===== config.mk =====
export PLATFORM = sky130hd
export DESIGN_NAME = ioctl_router
export DESIGN_NICKNAME = d
export VERILOG_FILES = /design/src/rtl/ioctl_router_pkg.sv /design/src/rtl/ioctl_region_decode.sv /design/src/rtl/ioctl_router.sv
export SDC_FILE = /design/constraint.sdc
export NUM_CORES = 1
export LEC_CHECK = 0
export ABC_CLOCK_PERIOD_IN_PS = 2200
export BUFFER_PORTS_ARGS = -buffer_cell sky130_fd_sc_hd__buf_2
export CORE_AREA = 5 5 114 116
export CTS_CLUSTER_DIAMETER = 60
export CTS_CLUSTER_SIZE = 10
export DETAILED_ROUTE_END_ITERATION = 10
export DIE_AREA = 0 0 119 121
export HOLD_SLACK_MARGIN = 0.05
export PLACE_DENSITY = 0.74
export SYNTH_ARGS = -nofsm -noshare
export SYNTH_HDL_FRONTEND = slang
export SYNTH_HIERARCHICAL = 1
export SYNTH_SLANG_ARGS = --single-unit
export TNS_END_PERCENT = 50

===== constraint.sdc =====
create_clock -name clk_sys -period 2.2 [get_ports clk_sys]
set_input_delay 0.22 -clock clk_sys [delete_from_list [all_inputs] [get_ports clk_sys]]
set_output_delay 0.22 -clock clk_sys [all_outputs]
set_load 0.01 [all_outputs]

===== src/rtl/ioctl_router_pkg.sv =====
// Shared types and constants for the ioctl download router.
package ioctl_router_pkg;

  typedef enum logic [1:0] {
    ST_IDLE = 2'd0,
    ST_LO   = 2'd1,
    ST_HI   = 2'd2
  } rtr_state_t;

  localparam int         MAX_REGIONS       = 8;
  localparam int         IOCTL_ADDR_W      = 27;
  localparam logic [7:0] DSW_INDEX_DEFAULT = 8'd254;

endpackage


===== src/rtl/ioctl_region_decode.sv =====
// Combinational decode of a download byte address into a one-hot ROM region
// and the region-relative offset; the lowest matching region wins.
module ioctl_region_decode
  import ioctl_router_pkg::*;
#(
  parameter int                                  NUM_REGIONS = 4,
  parameter int                                  ADDR_W      = 20,
  parameter logic [NUM_REGIONS*IOCTL_ADDR_W-1:0] REGION_BASE =
    {27'h30000, 27'h20000, 27'h10000, 27'h0},
  parameter logic [IOCTL_ADDR_W-1:0]             REGION_END  = 27'h40000
) (
  input  logic [IOCTL_ADDR_W-1:0] addr,
  output logic                    hit,
  output logic [NUM_REGIONS-1:0]  region,
  output logic [ADDR_W-1:0]       offset
);

  logic [NUM_REGIONS-1:0]             in_rng;
  logic [NUM_REGIONS-1:0][ADDR_W-1:0] off_k;

  for (genvar k = 0; k < NUM_REGIONS; k++) begin : g_rng
    localparam logic [IOCTL_ADDR_W-1:0] LO =
      REGION_BASE[k*IOCTL_ADDR_W +: IOCTL_ADDR_W];
    // The modulo keeps the unused branch's select in range for the last region.
    localparam logic [IOCTL_ADDR_W-1:0] HI = (k == NUM_REGIONS-1) ? REGION_END :
      REGION_BASE[((k+1) % NUM_REGIONS)*IOCTL_ADDR_W +: IOCTL_ADDR_W];
    logic ge_lo;

    if (LO == '0) begin : g_zero
      assign ge_lo = 1'b1;
    end else begin : g_cmp
      assign ge_lo = (addr >= LO);
    end

    assign in_rng[k] = ge_lo && (addr < HI);
    assign off_k[k]  = ADDR_W'(addr - LO);
  end

  always_comb begin
    hit    = 1'b0;
    region = '0;
    offset = '0;
    for (int k = NUM_REGIONS-1; k >= 0; k--) begin
      if (in_rng[k]) begin
        hit       = 1'b1;
        region    = '0;
        region[k] = 1'b1;
        offset    = off_k[k];
      end
    end
  end

endmodule


===== src/rtl/ioctl_router.sv =====
// Routes 16-bit ioctl download words into per-region byte writes and captures
// DIP-switch bytes. Optional per-region checksums: IOCTL_ROUTER_CHECKSUM_EN.
module ioctl_router
  import ioctl_router_pkg::*;
#(
  parameter int                                  NUM_REGIONS = 4,
  parameter int                                  ADDR_W      = 20,
  parameter logic [NUM_REGIONS*IOCTL_ADDR_W-1:0] REGION_BASE =
    {27'h30000, 27'h20000, 27'h10000, 27'h0},
  parameter logic [IOCTL_ADDR_W-1:0]             REGION_END  = 27'h40000,
  parameter logic [7:0]                          ROM_INDEX   = 8'd0,
  parameter logic [7:0]                          DSW_INDEX   = DSW_INDEX_DEFAULT,
  parameter int                                  DSW_BYTES   = 8,
  parameter logic [8*DSW_BYTES-1:0]              DSW_DEFAULT = '1
) (
  input  logic                      clk_sys,
  input  logic                      reset_n,
  input  logic                      ioctl_download,
  input  logic [7:0]                ioctl_index,
  input  logic [IOCTL_ADDR_W-1:0]   ioctl_addr,
  input  logic [15:0]               ioctl_dout,
  input  logic                      ioctl_wr,
  output logic                      ioctl_wait,
  output logic [NUM_REGIONS-1:0]    rom_wr,
  output logic [ADDR_W-1:0]         rom_addr,
  output logic [7:0]                rom_data,
  output logic [8*DSW_BYTES-1:0]    dsw,
  output logic                      load_done,
  output logic                      err_overrun
`ifdef IOCTL_ROUTER_CHECKSUM_EN
  ,
  output logic [8*NUM_REGIONS-1:0]  checksum
`endif
);

  rtr_state_t             state_q, state_d;
  logic                   dec_hit;
  logic [NUM_REGIONS-1:0] dec_region;
  logic [ADDR_W-1:0]      dec_offset;
  logic [7:0]             hi_p0;
  logic                   rom_strobe, dsw_strobe, accept;
  logic                   dl_q, rom_dl_q, done_pend_q;
  logic                   dl_rise, dl_fall, fall_rom, done_now;

  ioctl_region_decode #(
    .NUM_REGIONS (NUM_REGIONS),
    .ADDR_W      (ADDR_W),
    .REGION_BASE (REGION_BASE),
    .REGION_END  (REGION_END)
  ) u_decode (
    .addr   (ioctl_addr),
    .hit    (dec_hit),
    .region (dec_region),
    .offset (dec_offset)
  );

  assign rom_strobe = ioctl_wr && ioctl_download && (ioctl_index == ROM_INDEX);
  assign dsw_strobe = ioctl_wr && (ioctl_index == DSW_INDEX);
  assign accept     = rom_strobe && dec_hit && (state_q == ST_IDLE);

  always_ff @(posedge clk_sys or negedge reset_n) begin
    if (!reset_n) state_q <= ST_IDLE;
    else          state_q <= state_d;
  end

  always_comb begin
    state_d = state_q;
    case (state_q)
      ST_IDLE: if (accept) state_d = ST_LO;
      ST_LO:   state_d = ST_HI;
      ST_HI:   state_d = ST_IDLE;
      default: state_d = ST_IDLE;
    endcase
  end

  always_comb begin
    ioctl_wait = (state_q != ST_IDLE);
  end

  // p0: accepted word latched; low byte presented during LO, high byte during HI
  always_ff @(posedge clk_sys) begin
    if (accept) hi_p0 <= ioctl_dout[15:8];
  end

  always_ff @(posedge clk_sys or negedge reset_n) begin
    if (!reset_n) begin
      rom_wr   <= '0;
      rom_addr <= '0;
      rom_data <= '0;
    end else if (accept) begin
      rom_wr   <= dec_region;
      rom_addr <= dec_offset;
      rom_data <= ioctl_dout[7:0];
    end else if (state_q == ST_LO) begin
      rom_addr <= rom_addr + 1'b1;
      rom_data <= hi_p0;
    end else begin
      rom_wr   <= '0;
    end
  end

  always_ff @(posedge clk_sys or negedge reset_n) begin
    if (!reset_n)                              err_overrun <= 1'b0;
    else if (rom_strobe && state_q != ST_IDLE) err_overrun <= 1'b1;
  end

  for (genvar n = 0; n < DSW_BYTES; n++) begin : g_dsw
    logic [7:0] byte_q;
    always_ff @(posedge clk_sys or negedge reset_n) begin
      if (!reset_n)
        byte_q <= DSW_DEFAULT[8*n +: 8];
      else if (dsw_strobe && ioctl_addr == IOCTL_ADDR_W'(n))
        byte_q <= ioctl_dout[7:0];
    end
    assign dsw[8*n +: 8] = byte_q;
  end

  assign dl_rise  = ioctl_download && !dl_q;
  assign dl_fall  = !ioctl_download && dl_q;
  assign fall_rom = dl_fall && rom_dl_q;
  // A fall seen while a word is in flight is held until the FSM returns to IDLE.
  assign done_now = (fall_rom || done_pend_q) && (state_d == ST_IDLE);

  always_ff @(posedge clk_sys or negedge reset_n) begin
    if (!reset_n) begin
      dl_q        <= 1'b0;
      rom_dl_q    <= 1'b0;
      done_pend_q <= 1'b0;
      load_done   <= 1'b0;
    end else begin
      dl_q      <= ioctl_download;
      load_done <= done_now;
      if (dl_rise)      rom_dl_q <= (ioctl_index == ROM_INDEX);
      else if (dl_fall) rom_dl_q <= 1'b0;
      if (done_now)      done_pend_q <= 1'b0;
      else if (fall_rom) done_pend_q <= 1'b1;
    end
  end

`ifdef IOCTL_ROUTER_CHECKSUM_EN
  for (genvar k = 0; k < NUM_REGIONS; k++) begin : g_sum
    logic [7:0] sum_q;
    always_ff @(posedge clk_sys or negedge reset_n) begin
      if (!reset_n)                                  sum_q <= '0;
      else if (dl_rise && ioctl_index == ROM_INDEX)  sum_q <= '0;
      else if (rom_wr[k])                            sum_q <= sum_q + rom_data;
    end
    assign checksum[8*k +: 8] = sum_q;
  end
`endif

endmodule


==> results <==
- Once detail routing completed, the nets flagged for antenna violations numbered 0.
- The area of placed instances is 0.00622 sq mm.
- IR analysis of the VDD net gives a maximum drop of 0.449 mV.
- The post-detailed-placement half-perimeter wirelength is 10.4 mm.
- The average cell area after synthesis is 12.3 sq um.
- In this run the count of I/O pins placed on the die edge is 154.
- In this run, distinct cell masters in the synthesized netlist total 56.
- The ratio of cells with drive above 1 in the final layout is 55.8%.
- Hold timing on the final database bottoms out at a slack of 0.194 ns.
- After clock tree synthesis, the clock-pin slew on the worst setup and hold paths is 0.07 ns.
- The via count of the first global-routing pass is 4350.
- Max-cap violations in this run came to 0.
- The number of vias in the routed layout is 4134.
- Timing would allow up to 516 MHz.
- The number of flops mapped to enable cells by yosys is 8.
- The tree built by TritonCTS fans out to 111 sinks.
- The detailed router finished its first iteration with 256 violations.
- Setup violations remaining at the end of the flow were counted as 0.
- The library cell used most frequently in the layout, excluding fill and tap cells, is sky130_fd_sc_hd__buf_2.
- The power density relative to cell area is 598 mW/mm^2.
- The initial utilization of the core area, before any placement, comes to 44.1%.
- The setup slack after layout is 0.261 ns.
- The end point of the worst hold path is state_q[0]$_DFF_PN0_.
- The data required time of the critical path is 2.43 ns.
- The cell leakage power is 3.27 nW.
- In this run the critical register-to-register path is captured at rom_addr[19]$_DFFE_PN0P_.
- The sum of internal, switching and leakage power is 3.96 mW.
- The cell area that synthesis handed to floorplanning was 0.00520 sq mm.
- The post-route clock period utilization is 88.1%.
- Clock tree synthesis selected as its root buffer the cell sky130_fd_sc_hd__clkbuf_16.
- Setup slack on the worst reg-to-reg path comes out at 0.26 ns.
- The worst register-to-register path begins at rom_addr[9]$_DFFE_PN0P_.
- The total DRC errors in the routed layout is 0.
- In this run the tool buffered the top-level ports with 153 buffer cells.
- The flow ran to the end, and the final reports show no timing, DRC or antenna violations.
- The path type of the worst setup path is flip-flop to flip-flop.
- The average wire per cell in the routed design is 18.9 um.
- For this run the aggregate overflow at the end of global routing stands at 0.
- For this run, the slowest stage of the critical path takes 0.57 ns.
- The later pin in the worst-skew pair is clocked with a latency of 0.35 ns.
- The pin count of the biggest net entering global routing is 43.
- The worst hold path passes through 3 cells.
- The aggregate global-route resource usage is 19.6%.
- The signal on the critical path passes through nand3_1, nor3_1, nand3_1, xnor2_1, mux2_2.
- The number of clock buffers inserted by TritonCTS is 9.
- The clock tree from TritonCTS is yes.
- In the layout the commonest cells are sky130_fd_sc_hd__buf_2, sky130_fd_sc_hd__mux2_2, sky130_fd_sc_hd__dfstp_2.
- The H-tree generated during clock tree synthesis spans 3 levels.
- The library cell appearing most often on the critical path is sky130_fd_sc_hd__nand3_1.
- The worst path in the final design needs a cycle of 1.94 ns, including I/O delays and setup.
- The final instance area is 0.00663 sq mm.
- The first detailed-routing pass took 7 iterations.
- The net count of the mapped netlist is 485.
- Post-CTS timing repair inserted 0 buffers for setup.
- Setup repair after global routing left no endpoint under its margin.
- The floorplan die width is 119 um.
- The predominant post-synthesis flop cell is sky130_fd_sc_hd__dfstp_2.
- In this design, the largest share of critical-path delay is due to simple AND/OR/NAND/NOR gates.
- The max-slew violation count is 0.
- Routability-driven placement finished with a final weighted congestion of 0.893.
- The number of antenna diodes is 0.
- The number of warnings reported in the yosys synthesis log is 6.
- In this run the tightest slew margin relative to its limit is 48.5%.
- Tracing the worst setup path back leads to its startpoint at rom_addr[9]$_DFFE_PN0P_.
- Prior to clock tree synthesis, the placed netlist has a worst setup slack of 0.00985 ns.
- The number of nets at the end of the flow is 657.
- The area of the core region is 0.0118 sq mm.
- Along the worst path, the maximum fanout reaches 7.
- The count of endpoints failing hold in the final timing report is 0.
- The type of element capturing the critical path is a flip-flop.
- Summing the sequential cell areas from Yosys gives 55.7% of the chip area.
- From synthesis to final layout, the design area changed by 27.5%.
- The buffering stage count on the worst path with inverters included is 0.
- Among all stages on the critical path, the largest delay is contributed by sky130_fd_sc_hd__nor3_1.
- After floorplanning, the core was divided into 40 placement rows.
- The nature of the critical path startpoint is a flip-flop.
- Synthesis inferred 111 register bits.
- Counting cells, the worst reg-to-reg path comes to 5.
- The summed negative setup slack over all endpoints is 0 ns.
- The worst-case clock skew is 0.00899 ns.
- The die covers 0.0144 sq mm.
- Data on the critical path arrives at its endpoint at 2.17 ns.
- From bottom edge to top edge, the die measures 121 um.
- The worst min-delay path category is input pin to flip-flop.
- The global-route wire length before repair is 22.5 mm.
- After detailed routing, the total wire length is 14.1 mm.
- The synthesized netlist cell count is 422.
- The average vias per placed instance is 5.54.
- The slew at the pin with the worst max-slew slack is 0.770 ns.
- The largest buffer count on any clock path is 2.
- The beginning of the worst hold path is ioctl_index[1].
- Counting flops with an async set or reset pin after synthesis yields a share of 92.8%.
- The initial antenna violation count came to 0.
-- cells by family (layout without fill, tap and decap cells) --
logic type	Yosys count	count (layout)	share of synthesized area [%]
and+or+nand+nor	142	142	16.5
DFF	111	111	55.7
muxes	66	66	14.3
AOI/OAI and AO/OA	56	56	7.72
buffers and inverters	30	207	2.52
adders and majority gates	8	8	1.92
xor gates and xnor gates	8	8	1.35
other	1	1	0.0720
-- what timing repair did --
action / 4_1_cts / 5_1_grt
resized for setup: 0 / 0
hold endpoints to repair: 26 / 0
hold buffers: 10 / 0
-- Yosys cell counts (2+ instances only) --
cell | count | area, sq um
sky130_fd_sc_hd__and2_1 | 18 | 113
sky130_fd_sc_hd__nand2_1 | 40 | 150
sky130_fd_sc_hd__buf_2 | 3 | 15.0
sky130_fd_sc_hd__ha_1 | 8 | 100
sky130_fd_sc_hd__o21ai_1 | 2 | 10.0
sky130_fd_sc_hd__nand2b_1 | 2 | 12.5
sky130_fd_sc_hd__and3_1 | 2 | 12.5
sky130_fd_sc_hd__dfstp_2 | 64 | 1680
sky130_fd_sc_hd__nand3_1 | 18 | 90.1
sky130_fd_sc_hd__mux2_2 | 66 | 743
sky130_fd_sc_hd__or4_1 | 2 | 15.0
sky130_fd_sc_hd__o311ai_0 | 3 | 26.3
sky130_fd_sc_hd__clkbuf_1 | 15 | 56.3
sky130_fd_sc_hd__buf_4 | 2 | 15.0
sky130_fd_sc_hd__dfrtp_1 | 39 | 976
sky130_fd_sc_hd__nand4b_2 | 4 | 60.1
sky130_fd_sc_hd__nand4_2 | 4 | 50.1
sky130_fd_sc_hd__a21oi_1 | 8 | 40.0
sky130_fd_sc_hd__nor4_4 | 3 | 63.8
sky130_fd_sc_hd__nor4_1 | 9 | 56.3
sky130_fd_sc_hd__inv_1 | 8 | 30.0
sky130_fd_sc_hd__xor2_1 | 4 | 35.0
sky130_fd_sc_hd__a22oi_1 | 12 | 90.1
sky130_fd_sc_hd__nor3_1 | 8 | 40.0
sky130_fd_sc_hd__xnor2_1 | 4 | 35.0
sky130_fd_sc_hd__a22o_1 | 4 | 35.0
sky130_fd_sc_hd__o21ai_0 | 14 | 70.1
sky130_fd_sc_hd__nor2_1 | 13 | 48.8
sky130_fd_sc_hd__nor2b_1 | 2 | 12.5
sky130_fd_sc_hd__edfxtp_1 | 8 | 240
sky130_fd_sc_hd__nand4_1 | 5 | 31.3
sky130_fd_sc_hd__a221o_1 | 4 | 40.0
-- sequential cells by signal, summed over array words and instances (netlist names) --
name and cells:
dl_q 1, done_pend_q 1, err_overrun 1, g_dsw.byte_q 64, hi_p0 8, load_done 1
rom_addr 20, rom_data 8, rom_dl_q 1, rom_wr 4, state_q 2
-- how the worst max path moves through the flow --
stage	to	cells after the start
after floorplan	hi_p0[0]$_DFFE_PP_	8
after global placement	rom_data[4]$_DFFE_PN0P_	10
after detailed placement	rom_data[7]$_DFFE_PN0P_	10
after CTS	rom_addr[19]$_DFFE_PN0P_	5
after global routing	rom_addr[19]$_DFFE_PN0P_	5
final	rom_addr[19]$_DFFE_PN0P_	5
-- power by group --
group          switching (mW)  internal [mW]  total, mW
logic                   0.133         0.0802      0.213
registers            0.000697           2.07       2.07
clock network           0.720          0.963       1.68
total                   0.853           3.11       3.96
-- routing by layer --
layer / GRT usage [%] / part of all wire (%) / up-vias
met5: 0 / 0 / -
met4: 6.15 / 1.7 / 0
met3: 6.90 / 8.9 / 26
met2: 32.9 / 49 / 191
met1: 23.8 / 40 / 2038
li1: - / - / 1879
-- worst min-delay path, stage by stage --
cell and delay [ns]:
sky130_fd_sc_hd__buf_2 0.09, sky130_fd_sc_hd__or4_4 0.14, sky130_fd_sc_hd__nor4_1 0.05
-- metrics by stage --
step,cells,util (%)
4_1_cts,746,56.2
3_3_place_gp,720,52.7
5_1_grt,746,56.2
2_1_floorplan,422,-
6_report,746,56.2
3_5_place_dp,720,52.7
-- area by class of cell --
class	instances	area [sq um]
Clock inverter	3	47.5
Tap cell	147	184
Inverter	8	30.0
Fill cell	999	5180
Clock buffer	13	262
Sequential cell	111	2900
Timing Repair Buffer	183	1030
Multi-Input combinational cell	281	2180
No activity file was read; power rests on OpenSTA's default activity.
